$ cat config.mk
export PLATFORM = sky130hd
export DESIGN_NAME = spi_slave
export DESIGN_NICKNAME = d
export VERILOG_FILES = /design/src/rtl/spi_slave.sv
export SDC_FILE = /design/constraint.sdc
export NUM_CORES = 1
export LEC_CHECK = 0
export BUFFER_PORTS_ARGS = -buffer_cell sky130_fd_sc_hd__buf_2
export CORE_MARGIN = 2
export CORE_UTILIZATION = 46
export CTS_CLUSTER_DIAMETER = 120
export CTS_CLUSTER_SIZE = 20
export DETAILED_ROUTE_END_ITERATION = 10
export PLACE_DENSITY = 0.69
export SLEW_MARGIN = 20
export SYNTH_ARGS = -nofsm -noshare
export SYNTH_HDL_FRONTEND = slang
export SYNTH_SLANG_ARGS = --single-unit
$ cat constraint.sdc
create_clock -name clk_i -period 1.7 [get_ports clk_i]
set_clock_uncertainty 0.1 [all_clocks]
set_input_delay 0 -clock clk_i [delete_from_list [all_inputs] [get_ports clk_i]]
set_output_delay 0 -clock clk_i [all_outputs]
set_load 0.03 [all_outputs]
$ cat src/rtl/spi_slave.sv
// spi_slave: oversampled SPI target, MSB-first, all CPOL/CPHA modes, valid/ready transmit holding register
module spi_slave #(
  parameter int DATA_WIDTH = 8,
  parameter bit CPOL = 1'b0,
  parameter bit CPHA = 1'b0
) (
  input  logic                  clk_i,
  input  logic                  rst_i,
  input  logic                  sclk_i,
  input  logic                  cs_i,
  input  logic                  mosi_i,
  output logic                  miso_o,
  input  logic [DATA_WIDTH-1:0] tx_data_i,
  input  logic                  tx_valid_i,
  output logic                  tx_ready_o,
  output logic [DATA_WIDTH-1:0] rx_data_o,
  output logic                  rx_valid_o,
  output logic                  tx_underrun_o,
  output logic                  busy_o
);
  localparam int CW = $clog2(DATA_WIDTH);
  typedef enum logic {IDLE, ACTIVE} state_t;
  state_t state;
  logic [2:0] sclk_s, cs_s;
  logic [1:0] mosi_s;
  logic [CW-1:0] bit_cnt;
  logic [DATA_WIDTH-1:0] rx_shift, tx_shift, hold;
  logic rise, fall, cs_fall, sample, shift, wrap, accept, load;
  always_comb begin
    rise = sclk_s[1] & ~sclk_s[2];
    fall = ~sclk_s[1] & sclk_s[2];
    cs_fall = ~cs_s[1] & cs_s[2];
    sample = state == ACTIVE && !cs_s[1] && ((CPOL ^ CPHA) ? fall : rise);
    shift = state == ACTIVE && !cs_s[1] && ((CPOL ^ CPHA) ? rise : fall);
    wrap = bit_cnt == CW'(DATA_WIDTH - 1);
    accept = tx_valid_i & tx_ready_o;
    load = (state == IDLE && cs_fall) || (sample && wrap);
  end
  always_ff @(posedge clk_i or posedge rst_i) begin
    if (rst_i) begin
      sclk_s <= {3{CPOL}};
      cs_s <= 3'b111;
      mosi_s <= '0;
      state <= IDLE;
      bit_cnt <= '0;
      rx_shift <= '0;
      tx_shift <= '0;
      hold <= '0;
      miso_o <= 1'b0;
      tx_ready_o <= 1'b1;
      rx_data_o <= '0;
      rx_valid_o <= 1'b0;
      tx_underrun_o <= 1'b0;
      busy_o <= 1'b0;
    end else begin
      sclk_s <= {sclk_s[1:0], sclk_i};
      cs_s <= {cs_s[1:0], cs_i};
      mosi_s <= {mosi_s[0], mosi_i};
      rx_valid_o <= 1'b0;
      tx_underrun_o <= load & tx_ready_o;
      tx_ready_o <= accept ? 1'b0 : (load | tx_ready_o);
      if (accept) hold <= tx_data_i;
      if (load) begin
        tx_shift <= tx_ready_o ? '0 : hold;
        miso_o <= ~tx_ready_o & hold[DATA_WIDTH-1];
      end
      if (state == IDLE) begin
        busy_o <= cs_fall;
        if (cs_fall) state <= ACTIVE;
      end else if (cs_s[1]) begin
        state <= IDLE;
        busy_o <= 1'b0;
        bit_cnt <= '0;
        rx_shift <= '0;
        tx_shift <= '0;
        miso_o <= 1'b0;
      end else if (sample) begin
        rx_shift <= {rx_shift[DATA_WIDTH-2:0], mosi_s[1]};
        bit_cnt <= wrap ? '0 : bit_cnt + 1'b1;
        rx_valid_o <= wrap;
        if (wrap) rx_data_o <= {rx_shift[DATA_WIDTH-2:0], mosi_s[1]};
      end else if (shift && bit_cnt != '0) begin
        tx_shift <= tx_shift << 1;
        miso_o <= tx_shift[DATA_WIDTH-2];
      end
    end
  end
endmodule

==> impl_results.md, run 1 <==
- Port Buf Inserts: 26
- Top-area cell type share of the netlist area: between 50 and 60%
- Core footprint: 3740 sq um
- Final hold vios: 0
- Leading area contributor after synthesis: dfrtp_1
- Most numerous cell in the Yosys netlist: dfrtp_1
- Async S/R FF share, synth: 100%
- Post-Syn Area per Cell: 14.8 sq um
- DRC: 0
- Total grt overflow: 0
- PD cells: 974 nW/um^2
- Slew HR: between 50% and 60%
- Minimum hold slack: ~0.16 ns
- Avg Vias per Cell: around 5.3
- Detailed Place HPWL: roughly 2.2 mm
- Synthesized area: 1830 sq um
- DR pass1 iterations: 4
- Peak supply drop: 0.000621 V
- Max-Cap Viols: 0
- Finished Layout Cells: 221
- Crit Path Category: flop to flop
- Initial core utilization: 48.9%
- Routed Antenna Nets: 0
- CTS Sinks: 47
- Routed wire length: 3.34 mm
- CTS root buf: clkbuf_8
- Main flop type after synthesis: dfrtp_1
- Placer congestion estimate: between 0.8 and 0.9
- Share of cells above drive strength 1: 41.0%
- Max Fanout on Critical Path: 5
- CP startpoint kind: flop
- Area growth, synth to finish: 26.7%
- DP Cell Count: 197
- First-pass GRT wire length: 5.52 mm
- Io pins: 27
- Top post-synthesis cells by area: dfrtp_1 59%, a22o_1 11%, mux2_2 9.8%
- Yosys warning total: 0
- Post-synth EDFFs: 0
- Largest net degree at the start of global routing: 30
- CTS tree: done
- Crit. End Element: flop
- Tightest Hold Check Type: primary input to async pin
- Slew Viols, Final: 0
- Die Wd: 67.1 microns
- Cells after Synth: between 100 and 150
- Achievable frequency: 566 MHz
- Shortest period the worst path allows: around 1.8 ns
- Final period util: 104%
- Die H: 67.1 microns
- Failing checks: negative setup slack
- Clk_lat worst skew: roughly 0.30 ns
- DP Worst Slack: -0.111 ns
- CTS Buffer Depth: 2
- Initial antenna violation count: 0
- Via count: around 1,200
- Final setup viols: 7
- P_leak: approximately 1.2 nW
- CTS Buf Count: 5
- CP Data Required Time: 1.79 ns
- Sequential cell area fraction in the yosys report: between 60 and 70%
- Vias in the first global route: 1,152
- Routed length per instance: 15.1 microns
- Die ar.: between 4000 and 5000 sq um
- Register bit total from synthesis: 47
- Reg clk slew, reported paths: 0.09 ns
- # fillers: 314
- Top cells by count, synth: 43 x dfrtp_1, 23 x a22o_1, 16 x mux2_2, 6 x nand2_1, 5 x inv_1
- Std-Cell Rows: 22
- All-Layer GR Usage: 17.0%
- RSZ-0062 raised after global routing: true
- Drt initial violations: 33
- Result of the run: complete, but fails checks
- H-tree depth: 2
- Critical path arrival: 1.85 ns
- Syn_nets: between 100 and 150
- ANT cells: 0
- Setup ws final: -0.0676 ns
- Slew at the pin closest to its max-slew limit: 0.699 ns
- Layout Nets: 189
- Synth cell types: 25
[cell type report]
| class | count | area [sq um] | area share (%) |
|---|---|---|---|
| flip-flops and latches | 47 | 1180 | 50.9 |
| multi-input cells | 68 | 656 | 28.3 |
| clock inverters | 2 | 12.5 | 0.540 |
| repair buffers | 45 | 318 | 13.7 |
| inverters | 5 | 18.8 | 0.809 |
| well taps | 48 | 60.1 | 2.59 |
| clock buffers | 6 | 72.6 | 3.13 |
[state kept, by name, indices dropped and copies added (netlist names), 2 cells and up]
| name | cells |
|---|---|
| mosi_s | 2 |
| rx_data_o | 8 |
| rx_shift | 7 |
| tx_shift | 7 |
| sclk_s | 3 |
| hold | 8 |
| cs_s | 3 |
| bit_cnt | 3 |
[logic make-up after synthesis]
family | count (synthesis) | share of synthesized area [%]
compound gates | 30 | 14.1
fa+ha+maj | 3 | 2.05
buf+inv | 10 | 2.73
flops | 47 | 64.5
mux | 16 | 9.84
simple gates | 18 | 6.70
[layer usage]
metal / GRT usage (%) / vias up / routed length [microns]
met5: 0 / - / 0
met4: 6.12 / 0 / 40
met3: 6.59 / 5 / 172
met2: 25.2 / 34 / 1690
met1: 22.7 / 592 / 1440
li1: - / 546 / -
[metrics by stage]
step	utilization (%)	total power, W	setup TNS, ns	area (sq um)
2_1_floorplan	-	0.00151	0	1850
3_3_place_gp	54.7	0.00158	-0.0401	2050
3_5_place_dp	54.7	0.00160	-0.638	2050
4_1_cts	61.2	0.00227	-0.253	2290
5_1_grt	61.9	0.00237	-0.815	2320
6_report	61.9	0.00226	-0.324	2320
[what timing repair did]
item	CTS	global route
resized for setup	4	4
endpoints found under the hold margin	30	0
setup buffers	1	1
gates cloned	1	0
hold buffers	13	0
endpoints found under the setup margin	8	15
pin swaps	1	6
[worst max-delay path: stages (launching register included)]
cell and delay (ns):
dfrtp_1 0.39, ha_2 0.20, ha_4 0.14, nand4b_4 0.14
a21o_4 0.27, a22o_1 0.21, a22o_1 0.20
[placed cells by master, fill, tap and decap left out, types with 4 or more instances in the layout]
master,count
inv_1,4
dfstp_2,4
mux2_2,16
buf_2,26
dlygate4sd3_1,13
clkbuf_8,5
a22o_1,23
nand2_1,6
dfrtp_1,43
buf_4,5
[worst paths after layout]
kind	start	to	slack, ns	cells after the start
setup reg to reg	bit_cnt[1]	tx_shift[6]	-0.07	6
setup / recovery	bit_cnt[1]	tx_shift[6]	-0.07	6
hold / removal	rst_i	bit_cnt[2]	0.16	3
min in group clk_i	sclk_i	sclk_s[0]	0.24	2
hold reg to reg	cs_s[0]	cs_s[1]	0.26	0
max in group asynchronous	rst_i	rx_data_o[4]	0.82	4
[report_power, final]
group / internal (W) / total [W] / switching (W)
combinational: 0.000167 / 0.000300 / 0.000133
sequential: 0.00124 / 0.00131 / 0.0000770
clock: 0.000287 / 0.000642 / 0.000355
total: 0.00169 / 0.00226 / 0.000565
Power figures use the tool's default switching activity.
==> run 2, diff against run 1 <==
--- a/config.mk
+++ b/config.mk
@@ -7,11 +7,12 @@
 export LEC_CHECK = 0
 export BUFFER_PORTS_ARGS = -buffer_cell sky130_fd_sc_hd__buf_2
 export CORE_MARGIN = 2
-export CORE_UTILIZATION = 46
+export CORE_UTILIZATION = 50
 export CTS_CLUSTER_DIAMETER = 120
 export CTS_CLUSTER_SIZE = 20
 export DETAILED_ROUTE_END_ITERATION = 10
-export PLACE_DENSITY = 0.69
+export GPL_TIMING_DRIVEN = 0
+export PLACE_DENSITY = 0.74
 export SLEW_MARGIN = 20
 export SYNTH_ARGS = -nofsm -noshare
 export SYNTH_HDL_FRONTEND = slang
==> run 2 against run 1 <==
The run still ends with negative setup slack left. Cell area decreased by 0.16%. First-iteration DRC count up 88%. Total power decreased by 2.7%. Maximum frequency fell by 2.0%. Combinational power increased by 2%. Hold slack got worse by 0.11 ns. Largest power group unchanged. Highest routed layer unchanged.
==> impl_results.md, run 2 (synthesis results as in run 1) <==
- Die Wd: 64.5 microns (-3.8%)
- ANT cells: 0 (unchanged)
- DR pass1 iterations: 4 (unchanged)
- Most common cell after layout, fill and taps aside: dfrtp_1
- Setup ws final: -0.104 ns (-0.0366 ns)
- Global routing usage on met3: 5.21% (-1.4 points)
- Drt initial violations: 62 (+88%)
- Die ar.: 4160 sq um (-7.5%)
- Slew Viols, Final: 0 (unchanged)
- Avg Vias per Cell: 5.37 (+0.80%)
- Io pins: 27 (unchanged)
- Crit. End Element: flop
- Finished Layout Cells: 220 (-0.45%)
- Std-Cell Rows: 21 (-4.5%)
- Final hold vios: 0 (unchanged)
- Reg2reg setup slack: -0.10 ns (-0.04 ns)
- DRC: 0 (unchanged)
- Crit Path Category: flop to flop
- Initial antenna violation count: 0 (unchanged)
- Final setup viols: 7 (unchanged)
- Core footprint: 3420 sq um (-8.8%)
- Slew HR: 70.6% (+18 points)
- CTS Buffer Depth: 2 (unchanged)
- Max-Cap Viols: 0 (unchanged)
- Critical path arrival: 1.96 ns (+0.11 ns)
- Max Fanout on Critical Path: 10 (+5)
- H-tree depth: 2 (unchanged)
- CTS Buf Count: 5 (unchanged)
- Routed wire length: 3.50 mm (+4.9%)
- Die H: 64.5 microns (-3.8%)
- Achievable frequency: 554 MHz (-2.0%)
- Routed Antenna Nets: 0 (unchanged)
- PD cells: 948 nW/um^2 (-2.6%)
- Result of the run: complete, but fails checks
- Clk_lat worst skew: 0.35 ns (+0.05 ns)
- Failing checks: negative setup slack
- Share of cells above drive strength 1: 42.5% (+1.5 points)
- CP startpoint kind: flop
- P_leak: 1.17 nW (+0.11%)
- Shortest period the worst path allows: 1.80 ns (+0.0366 ns)
- Tightest Hold Check Type: primary input to async pin
- All-Layer GR Usage: 18.0% (+0.96 points)
- Detailed Place HPWL: 2.19 mm (-0.28%)
- Largest regs: hold x8, rx_data_o x8
- CTS Sinks: 47 (unchanged)
- Reg clk slew, reported paths: 0.13 ns (+0.04 ns)
- Grt met1 use: 23.8% (+1.0 points)
- CP Data Required Time: 1.86 ns (+0.07 ns)
- DP Cell Count: 197 (unchanged)
- CTS tree: done
- Placer congestion estimate: 0.706 (-15%)
- GR Layer Usage met2: 29.0% (+3.8 points)
- GR peak layer: met2
- Slew at the pin closest to its max-slew limit: 0.440 ns (-0.259 ns)
- Total grt overflow: 0 (unchanged)
- Port Buf Inserts: 26 (unchanged)
- Final period util: 106% (+2.2 points)
- DP Worst Slack: -0.160 ns (-0.0495 ns)
- RSZ-0062 raised after global routing: true
- Layout Nets: 190 (+0.53%)
- Most frequent cells in the layout: 43 x dfrtp_1, 26 x buf_2, 23 x a22o_1
- Via count: 1,181 (+0.34%)
- Routed length per instance: 15.9 microns (+5.4%)
- CTS root buf: clkbuf_4
- First-pass GRT wire length: 5.60 mm (+1.5%)
- Minimum hold slack: 0.0537 ns (-0.110 ns)
- Initial core utilization: 53.6% (+4.7 points)
- Peak supply drop: 0.000681 V (+9.6%)
- Area growth, synth to finish: 26.5%
- Vias in the first global route: 1,189 (+3.2%)
- Largest net degree at the start of global routing: 32 (+6.7%)
-- run 2: changes by cell type in the layout (fill, tap and decap cells not counted), sizes merged --
cell / before / now
clkbuf: 6 / 8
clkinv: 2 / 0
a21o: 2 / 1
inv: 4 / 5
nand2: 7 / 8
-- run 2: worst paths after layout --
path | endpoint | depth (start not counted) | start
min reg2reg | cs_s[1] | 0 | cs_s[0]
min | hold[2] | 3 | rst_i
max reg2reg | tx_shift[6] | 7 | bit_cnt[0]
min in group clk_i | sclk_s[0] | 2 | sclk_i
max | tx_shift[6] | 7 | bit_cnt[0]
max in group asynchronous | tx_ready_o | 4 | rst_i
-- run 2: layout make-up --
type,count,area [sq um]
sequential,47,1180
clock inverter,1,7.51
timing repair buffer,42,295
fill,254,1100
clock buffer,7,65.1
buffer,4,31.3
multi-input combinational,68,658
inverter,5,18.8
tap,46,57.6
-- run 2: worst max-delay path: stages (launching register included) --
cell      delay, ns
dfrtp_1        0.44
ha_4           0.16
ha_4           0.13
nand4b_4       0.12
a21o_1         0.19
buf_6          0.14
a22o_1         0.22
a22o_1         0.21
-- run 2: stage by stage --
stage	setup TNS [ns]	power [W]	utilization (%)	area (sq um)
after floorplan	0	0.00151	-	1850
after CTS	-0.756	0.00221	66.4	2270
after global routing	-1.35	0.00230	67.8	2310
after detailed placement	-1.17	0.00160	60.1	2050
after global placement	-0.823	0.00157	59.5	2030
final	-0.635	0.00220	67.8	2310
-- run 2: repair_timing --
action                                  CTS  global route
setup buffers                             1             1
hold buffers                             13             0
resized for setup                         3            10
gates cloned                              0             1
pin swaps                                 2             4
endpoints found under the hold margin    56             0
endpoints found under the setup margin   16            27
-- run 2: metal layers --
metal	part of all wire, %	up-vias
met3	3.5	8
met2	49	28
met5	0	-
li1	-	548
met1	45	597
met4	2.5	0
-- run 2: power by group --
part	switching, W	internal (W)
Sequential	0.0000722	0.00124
Combinational	0.000139	0.000167
Clock	0.000338	0.000242
Total	0.000549	0.00165
